`config.mk`:
```
export PLATFORM = sky130hd
export DESIGN_NAME = fifo_ring_flat
export DESIGN_NICKNAME = d
export VERILOG_FILES = /design/src/rtl/fifo_pkg.sv /design/src/rtl/fifo_ring_if.sv /design/src/rtl/fifo_ring_mem.sv /design/src/rtl/fifo_ring.sv /design/src/flat_wrapper.sv
export SDC_FILE = /design/constraint.sdc
export NUM_CORES = 1
export LEC_CHECK = 0
export BUFFER_PORTS_ARGS = -buffer_cell sky130_fd_sc_hd__buf_4
export CAP_MARGIN = 20
export CELL_PAD_IN_SITES_DETAIL_PLACEMENT = 0
export CELL_PAD_IN_SITES_GLOBAL_PLACEMENT = 2
export CORE_MARGIN = 1.5
export CORE_UTILIZATION = 37
export CTS_CLUSTER_SIZE = 12
export DETAILED_ROUTE_END_ITERATION = 6
export GPL_ROUTABILITY_DRIVEN = 0
export PLACE_DENSITY = 0.81
export SLEW_MARGIN = 30
export SYNTH_ARGS = -nofsm -noshare
export SYNTH_HDL_FRONTEND = slang
export SYNTH_SLANG_ARGS = --single-unit
```
`constraint.sdc`:
```
create_clock -name clk -period 2.1 [get_ports clk]
set_clock_uncertainty 0.05 [all_clocks]
set_input_delay 0.105 -clock clk [delete_from_list [all_inputs] [get_ports clk]]
set_output_delay 0.105 -clock clk [all_outputs]
set_load 0.005 [all_outputs]
```
`src/rtl/fifo_pkg.sv`:
```
// Shared FIFO definitions: width helper and the packed status-flag layout.
package fifo_pkg;

  function automatic int clog2(input int n);
    int r;
    r = 0;
    while ((1 << r) < n) r++;
    return r;
  endfunction

  // Bit positions of each flag inside a packed status word
  localparam int FIFO_FLAG_UNDERFLOW    = 0;
  localparam int FIFO_FLAG_OVERFLOW     = 1;
  localparam int FIFO_FLAG_ALMOST_EMPTY = 2;
  localparam int FIFO_FLAG_ALMOST_FULL  = 3;
  localparam int FIFO_FLAG_EMPTY        = 4;
  localparam int FIFO_FLAG_FULL         = 5;
  localparam int FIFO_NUM_FLAGS         = 6;

  typedef struct packed {
    logic full;
    logic empty;
    logic almost_full;
    logic almost_empty;
    logic overflow;
    logic underflow;
  } fifo_flags_t;

endpackage

```
`src/rtl/fifo_ring_if.sv`:
```
// Handshake, data and status bundle between a FIFO user (master) and fifo_ring (slave).
interface fifo_ring_if #(
  parameter int WIDTH = 4,
  parameter int DEPTH = 8
);
  localparam int LW = fifo_pkg::clog2(DEPTH + 1);

  logic             clear;
  logic [WIDTH-1:0] d_in;
  logic             d_in_strobe;
  logic [WIDTH-1:0] q;
  logic             q_ready;
  logic             q_out_strobe;
  logic             full;
  logic             empty;
  logic [LW-1:0]    level;
  logic             almost_full;
  logic             almost_empty;
  logic             overflow;
  logic             underflow;

  modport master (
    output clear, d_in, d_in_strobe, q_out_strobe,
    input  q, q_ready, full, empty, level,
           almost_full, almost_empty, overflow, underflow
  );

  modport slave (
    input  clear, d_in, d_in_strobe, q_out_strobe,
    output q, q_ready, full, empty, level,
           almost_full, almost_empty, overflow, underflow
  );
endinterface

```
`src/rtl/fifo_ring_mem.sv`:
```
// DEPTH x WIDTH register array: one synchronous write port, one asynchronous read port.
module fifo_ring_mem #(
   parameter int WIDTH = 4,
   parameter int DEPTH = 8,
   parameter int AW    = 3
) (
   input  logic             clk,
   input  logic             i_we,
   input  logic [AW-1:0]    i_waddr,
   input  logic [WIDTH-1:0] i_wdata,
   input  logic [AW-1:0]    i_raddr,
   output logic [WIDTH-1:0] o_rdata
);

   logic [WIDTH-1:0] r_mem [DEPTH];

   // No reset: contents are only meaningful behind the pointers
   always_ff @(posedge clk) begin
      if (i_we) r_mem[i_waddr] <= i_wdata;
   end

   assign o_rdata = r_mem[i_raddr];

endmodule

```
`src/rtl/fifo_ring.sv`:
```
// Circular-buffer FIFO with occupancy, threshold flags, sticky errors and optional fall-through.
module fifo_ring
   import fifo_pkg::*;
#(
   parameter int WIDTH    = 4,
   parameter int DEPTH    = 8,
   parameter int AF_LEVEL = DEPTH - 1,
   parameter int AE_LEVEL = 1,
   parameter int FWFT     = 1
) (
   input  logic       clk,
   input  logic       rst_n,
   fifo_ring_if.slave bus
);

   localparam int LW = clog2(DEPTH + 1);
   localparam int PW = (DEPTH > 2) ? clog2(DEPTH) : 1;

   localparam logic [LW-1:0] L_DEPTH = LW'(DEPTH);
   localparam logic [LW-1:0] L_AF    = LW'(AF_LEVEL);
   localparam logic [LW-1:0] L_AE    = LW'(AE_LEVEL);
   localparam logic [PW-1:0] P_LAST  = PW'(DEPTH - 1);

   logic [PW-1:0]    r_wr_ptr;
   logic [PW-1:0]    r_rd_ptr;
   logic [LW-1:0]    r_level;
   logic             r_overflow;
   logic             r_underflow;

   logic             w_empty;
   logic             w_full;
   logic             w_q_ready;
   logic             w_rd_ok;
   logic             w_wr_ok;
   logic             w_bypass;
   logic             w_we;
   logic             w_pop;
   logic [WIDTH-1:0] w_rdata;
   fifo_flags_t      w_flags;

   function automatic logic [PW-1:0] f_next(input logic [PW-1:0] p);
      return (p == P_LAST) ? '0 : p + PW'(1);
   endfunction

   assign w_empty = (r_level == '0);
   assign w_full  = (r_level == L_DEPTH);

   generate
      if (FWFT != 0) begin : g_fwft
         // Empty FIFO forwards the incoming word so a reader sees it this cycle
         assign w_q_ready = !w_empty || bus.d_in_strobe;
         assign bus.q     = w_empty ? bus.d_in : w_rdata;
      end else begin : g_reg
         assign w_q_ready = !w_empty;
         assign bus.q     = w_rdata;
      end
   endgenerate

   assign w_rd_ok  = bus.q_out_strobe && w_q_ready;
   assign w_wr_ok  = bus.d_in_strobe && (!w_full || w_rd_ok);
   assign w_bypass = (FWFT != 0) && w_empty && w_wr_ok && w_rd_ok;
   assign w_we     = w_wr_ok && !w_bypass && !bus.clear && rst_n;
   assign w_pop    = w_rd_ok && !w_bypass;

   fifo_ring_mem #(
      .WIDTH (WIDTH),
      .DEPTH (DEPTH),
      .AW    (PW)
   ) u_mem (
      .clk     (clk),
      .i_we    (w_we),
      .i_waddr (r_wr_ptr),
      .i_wdata (bus.d_in),
      .i_raddr (r_rd_ptr),
      .o_rdata (w_rdata)
   );

   always_ff @(posedge clk or negedge rst_n) begin
      if (!rst_n) begin
         r_wr_ptr    <= '0;
         r_rd_ptr    <= '0;
         r_level     <= '0;
         r_overflow  <= 1'b0;
         r_underflow <= 1'b0;
      end else if (bus.clear) begin
         r_wr_ptr    <= '0;
         r_rd_ptr    <= '0;
         r_level     <= '0;
         r_overflow  <= 1'b0;
         r_underflow <= 1'b0;
      end else begin
         if (w_we)  r_wr_ptr <= f_next(r_wr_ptr);
         if (w_pop) r_rd_ptr <= f_next(r_rd_ptr);
         case ({w_we, w_pop})
            2'b10:   r_level <= r_level + LW'(1);
            2'b01:   r_level <= r_level - LW'(1);
            default: r_level <= r_level;
         endcase
         if (bus.d_in_strobe && !w_wr_ok)    r_overflow  <= 1'b1;
         if (bus.q_out_strobe && !w_q_ready) r_underflow <= 1'b1;
      end
   end

   assign w_flags.full         = w_full;
   assign w_flags.empty        = w_empty;
   assign w_flags.almost_full  = (r_level >= L_AF);
   assign w_flags.almost_empty = (r_level <= L_AE);
   assign w_flags.overflow     = r_overflow;
   assign w_flags.underflow    = r_underflow;

   assign bus.q_ready      = w_q_ready;
   assign bus.level        = r_level;
   assign bus.full         = w_flags.full;
   assign bus.empty        = w_flags.empty;
   assign bus.almost_full  = w_flags.almost_full;
   assign bus.almost_empty = w_flags.almost_empty;
   assign bus.overflow     = w_flags.overflow;
   assign bus.underflow    = w_flags.underflow;

endmodule

```
`src/flat_wrapper.sv`:
```
// flat-port wrapper written by rule: the top's interface ports become plain ports
module fifo_ring_flat import fifo_pkg::*;
#(
   parameter int WIDTH    = 4,
   parameter int DEPTH    = 8,
   parameter int AF_LEVEL = DEPTH - 1,
   parameter int AE_LEVEL = 1,
   parameter int FWFT     = 1
)
  (clk, rst_n, bus_clear, bus_d_in, bus_d_in_strobe, bus_q_out_strobe, bus_q, bus_q_ready, bus_full, bus_empty, bus_level, bus_almost_full, bus_almost_empty, bus_overflow, bus_underflow);
  fifo_ring_if #(.WIDTH(WIDTH), .DEPTH(DEPTH)) bus_i ();
  input  logic clk;
  input  logic rst_n;
  input wire logic [$bits(bus_i.clear)-1:0] bus_clear;
  input wire logic [$bits(bus_i.d_in)-1:0] bus_d_in;
  input wire logic [$bits(bus_i.d_in_strobe)-1:0] bus_d_in_strobe;
  input wire logic [$bits(bus_i.q_out_strobe)-1:0] bus_q_out_strobe;
  output wire logic [$bits(bus_i.q)-1:0] bus_q;
  output wire logic [$bits(bus_i.q_ready)-1:0] bus_q_ready;
  output wire logic [$bits(bus_i.full)-1:0] bus_full;
  output wire logic [$bits(bus_i.empty)-1:0] bus_empty;
  output wire logic [$bits(bus_i.level)-1:0] bus_level;
  output wire logic [$bits(bus_i.almost_full)-1:0] bus_almost_full;
  output wire logic [$bits(bus_i.almost_empty)-1:0] bus_almost_empty;
  output wire logic [$bits(bus_i.overflow)-1:0] bus_overflow;
  output wire logic [$bits(bus_i.underflow)-1:0] bus_underflow;
  assign bus_i.clear = bus_clear;
  assign bus_i.d_in = bus_d_in;
  assign bus_i.d_in_strobe = bus_d_in_strobe;
  assign bus_i.q_out_strobe = bus_q_out_strobe;
  assign bus_q = bus_i.q;
  assign bus_q_ready = bus_i.q_ready;
  assign bus_full = bus_i.full;
  assign bus_empty = bus_i.empty;
  assign bus_level = bus_i.level;
  assign bus_almost_full = bus_i.almost_full;
  assign bus_almost_empty = bus_i.almost_empty;
  assign bus_overflow = bus_i.overflow;
  assign bus_underflow = bus_i.underflow;
  fifo_ring #(.WIDTH(WIDTH), .DEPTH(DEPTH), .AF_LEVEL(AF_LEVEL), .AE_LEVEL(AE_LEVEL), .FWFT(FWFT)) u_core (.clk(clk), .rst_n(rst_n), .bus(bus_i));
endmodule
```
==> flow_metrics.py <==
metrics = {
    "run_status": {
        "status": "finished, final reports clean",
    },
    "die": {
        "io_pins": 24,
        "rows": 27,
        "die_y_um": 79.6,
        "design.core.area_um2": 5570,
        "start_util_pct": 38.9,
        "fp.dieW_um": 79.6,
        "die-area_um2": 6340,
    },
    "final_layout": {
        "antennaDiodeCount": 0,
        "syn2layout_area_growth_pct": 21.6,
        "fillers": 521,
        "drive_gt1_share_pct": 37.0,
        "layout_common_cells": "35 x buf_4, 32 x edfxtp_1, 13 x nor2_1",
        "post-route-util_pct": 47.3,
        "finalNetCount": 205,
        "final_common_cell": "buf_4",
    },
    "global_route": {
        "grt_max_degree": 17,
        "grt.total_usage_pct": 15.3,
        "grt_pass1_vias": 1353,
        "grt_antenna_before_repair": 0,
        "grt_pass1_wl_um": 7130,
        "grt_overflow": 0,
    },
    "setup_path": {
        "critPathArrivalTime_ps": 1890,
        "cpPeakStageDelay_ps": 370,
        "path_delay_family": "simple AND/OR/NAND/NOR gates",
        "rrSetupSlack_ps": 130,
        "cp-end-kind": "register",
        "r2r-end": "u_core.u_mem.r_mem[1][2]",
        "worst-path-buf-inv": 2,
        "cp_cell_sequence": "inv_2, ha_1, or3b_4, inv_6, mux2i_4, nand3_1, nor3_2",
        "crit_path_start_kind": "register",
        "path_max_fanout": 5,
        "startpoint": "u_core.bus.level[1]",
        "rr_startpoint": "u_core.bus.level[1]",
        "endpoint": "u_core.u_mem.r_mem[1][2]",
        "reg2reg_depth": 7,
        "cpMaxStageDelayCell": "dfrtp_1",
        "crit_cells": 7,
        "required_ps": 2010,
        "crit_type": "register to register",
    },
    "detailed_routing": {
        "wl_um": 4310,
        "drc": 0,
        "dr.pass1.iters": 6,
        "wl_per_cell_um": 16.5,
        "drtAntennaViolNets": 0,
        "via_count": 1329,
        "vias_per_cell": 5.09,
        "drt_iter0_markers": 69,
    },
    "timing": {
        "hold_violations": 0,
        "finalCriticalPeriod_ps": 1970,
        "fin_crit_sh_pct": 94.0,
        "fin_ws_ps": 126,
        "drv_slew": 0,
        "rsz0062_at_grt": "false",
        "tightest_slew_ps": 400,
        "relSlewSlack_pct": 73.3,
        "fmax_mhz": 507,
        "finalSetupViolations": 0,
        "setup_tns_ps": 0,
    },
    "placement": {
        "dp_slack_ps": 97.7,
        "dp_hpwl_um": 3310,
        "io_buffers": 23,
    },
    "clocking": {
        "numCtsBuffers": 5,
        "path_clk_slew_ps": 90,
        "root_buffer": "clkbuf_8",
        "cts_tree": "done",
        "cts_htree_levels": 2,
        "clock_latency_ps": 300,
        "cts.path.max_buffers": 2,
        "cts_setup_buffers": 0,
        "clock-sinks": 44,
    },
    "yosys": {
        "yosys_register_bits": 44,
        "ys.flop_type": "edfxtp_1",
        "yosysWarnings": 0,
        "ys_async_sr_fraction_pct": 27.3,
        "yosysSeqAreaShare_pct": 58.1,
        "syn_nets": 168,
        "synth-edff-count": 32,
        "synth.avg_cell_area_um2": 14.4,
        "syn_inst": 151,
        "synth_area_um2": 2170,
        "synth.distinct_cells": 40,
    },
    "power_and_ir_drop": {
        "p_total_mw": 2.41,
        "p_per_area_nw_per_um2": 914,
        "peakVddDrop_mv": 0.329,
        "power.leakage_nw": 1.02,
    },
    "run": {
        "cap_violations": 0,
    },
    "hold_path": {
        "hold_path_class": "primary input to register",
    },
}
-- how the worst min path moves through the flow --
stage          cells past startpoint        start  slack, ps                       end
4_1_cts                            1  bus_d_in[1]          8  u_core.u_mem.r_mem[1][1]
3_3_place_gp                       1        rst_n        -80       u_core.bus.level[1]
5_1_grt                            1  bus_d_in[1]         10  u_core.u_mem.r_mem[4][1]
2_1_floorplan                      0        rst_n       -240       u_core.bus.level[0]
3_5_place_dp                       1        rst_n        -80       u_core.bus.level[0]
6_report                           1  bus_d_in[1]          7  u_core.u_mem.r_mem[4][1]
-- timing repair --
action                                 in CTS  in global routing
hold buffers                                2                  0
resized for setup                           1                  4
setup endpoints to repair                   4                 16
endpoints found under the hold margin      20                  0
-- cell type report --
class	instances	area, µm²	share of cell area, %
Tap cell	72	90.1	3.41
Timing Repair Buffer	38	294	11.1
Inverter	4	20.0	0.759
Multi-Input combinational cell	95	855	32.4
Clock inverter	3	46.3	1.75
Clock buffer	5	68.8	2.61
Sequential cell	44	1260	47.9
-- per-stage QoR --
stage / hold slack [ps] / area [µm²] / instances
floorplan: -241 / 2180 / 151
global placement: -80.8 / 2490 / 251
detailed placement: -75.5 / 2490 / 251
CTS: 7.81 / 2630 / 261
global route: 13.8 / 2640 / 261
finish: 7.38 / 2640 / 261
-- where the power goes --
group	switching, mW	internal, mW
Sequential	0.0609	0.970
Combinational	0.337	0.387
Clock	0.300	0.358
Total	0.698	1.72
-- cell usage after synthesis, types with 2 or more instances --
cell type / number / area share, %
nand2_1: 8 / 1.4
dfrtp_1: 12 / 14
mux2i_1: 4 / 1.8
nor2_1: 13 / 2.2
nor2b_1: 5 / 1.4
nand3b_1: 2 / 0.69
buf_6: 2 / 1.0
a21oi_1: 2 / 0.46
buf_2: 3 / 0.69
clkbuf_1: 3 / 0.52
edfxtp_1: 32 / 44
mux4_2: 8 / 8.3
nand2b_1: 3 / 0.86
o21ai_0: 4 / 0.92
mux2_4: 5 / 3.5
ha_1: 8 / 4.6
a21oi_2: 2 / 0.81
nand3_1: 3 / 0.69
inv_1: 3 / 0.52
nor4_1: 2 / 0.58
nand4_1: 2 / 0.58
nor3_1: 7 / 1.6
-- kinds of logic after synthesis --
logic type,Yosys count,synth area share (%)
simple gates,51,12.6
flops,44,58.1
mux,18,14.6
compound gates,16,6.05
buf+inv,12,3.17
fa+ha+maj,8,4.61
xor+xnor,2,0.807
-- routing by layer --
metal | global-route usage [%] | vias up | wire length, µm
met5 | 0 | - | 0
met4 | 7.54 | 0 | 95
met3 | 2.97 | 10 | 135
met2 | 24.2 | 21 | 2140
met1 | 19.9 | 659 | 1940
li1 | - | 639 | -
-- registers in the layout, indices dropped and copies added (netlist names) --
name and count:
u_core.bus.underflow 1, u_core.u_mem.r_mem 32, u_core.r_wr_ptr 3, u_core.r_rd_ptr 3, u_core.bus.overflow 1, u_core.bus.level 4
-- worst reg2reg max path, cell delays in order, from the launching register on --
cell     delay (ps)
dfrtp_1         370
inv_2            60
ha_1            180
or3b_4          260
inv_6            50
mux2i_4         170
nand3_1         170
nor3_2          340
No activity file was read; power rests on OpenSTA's default activity.
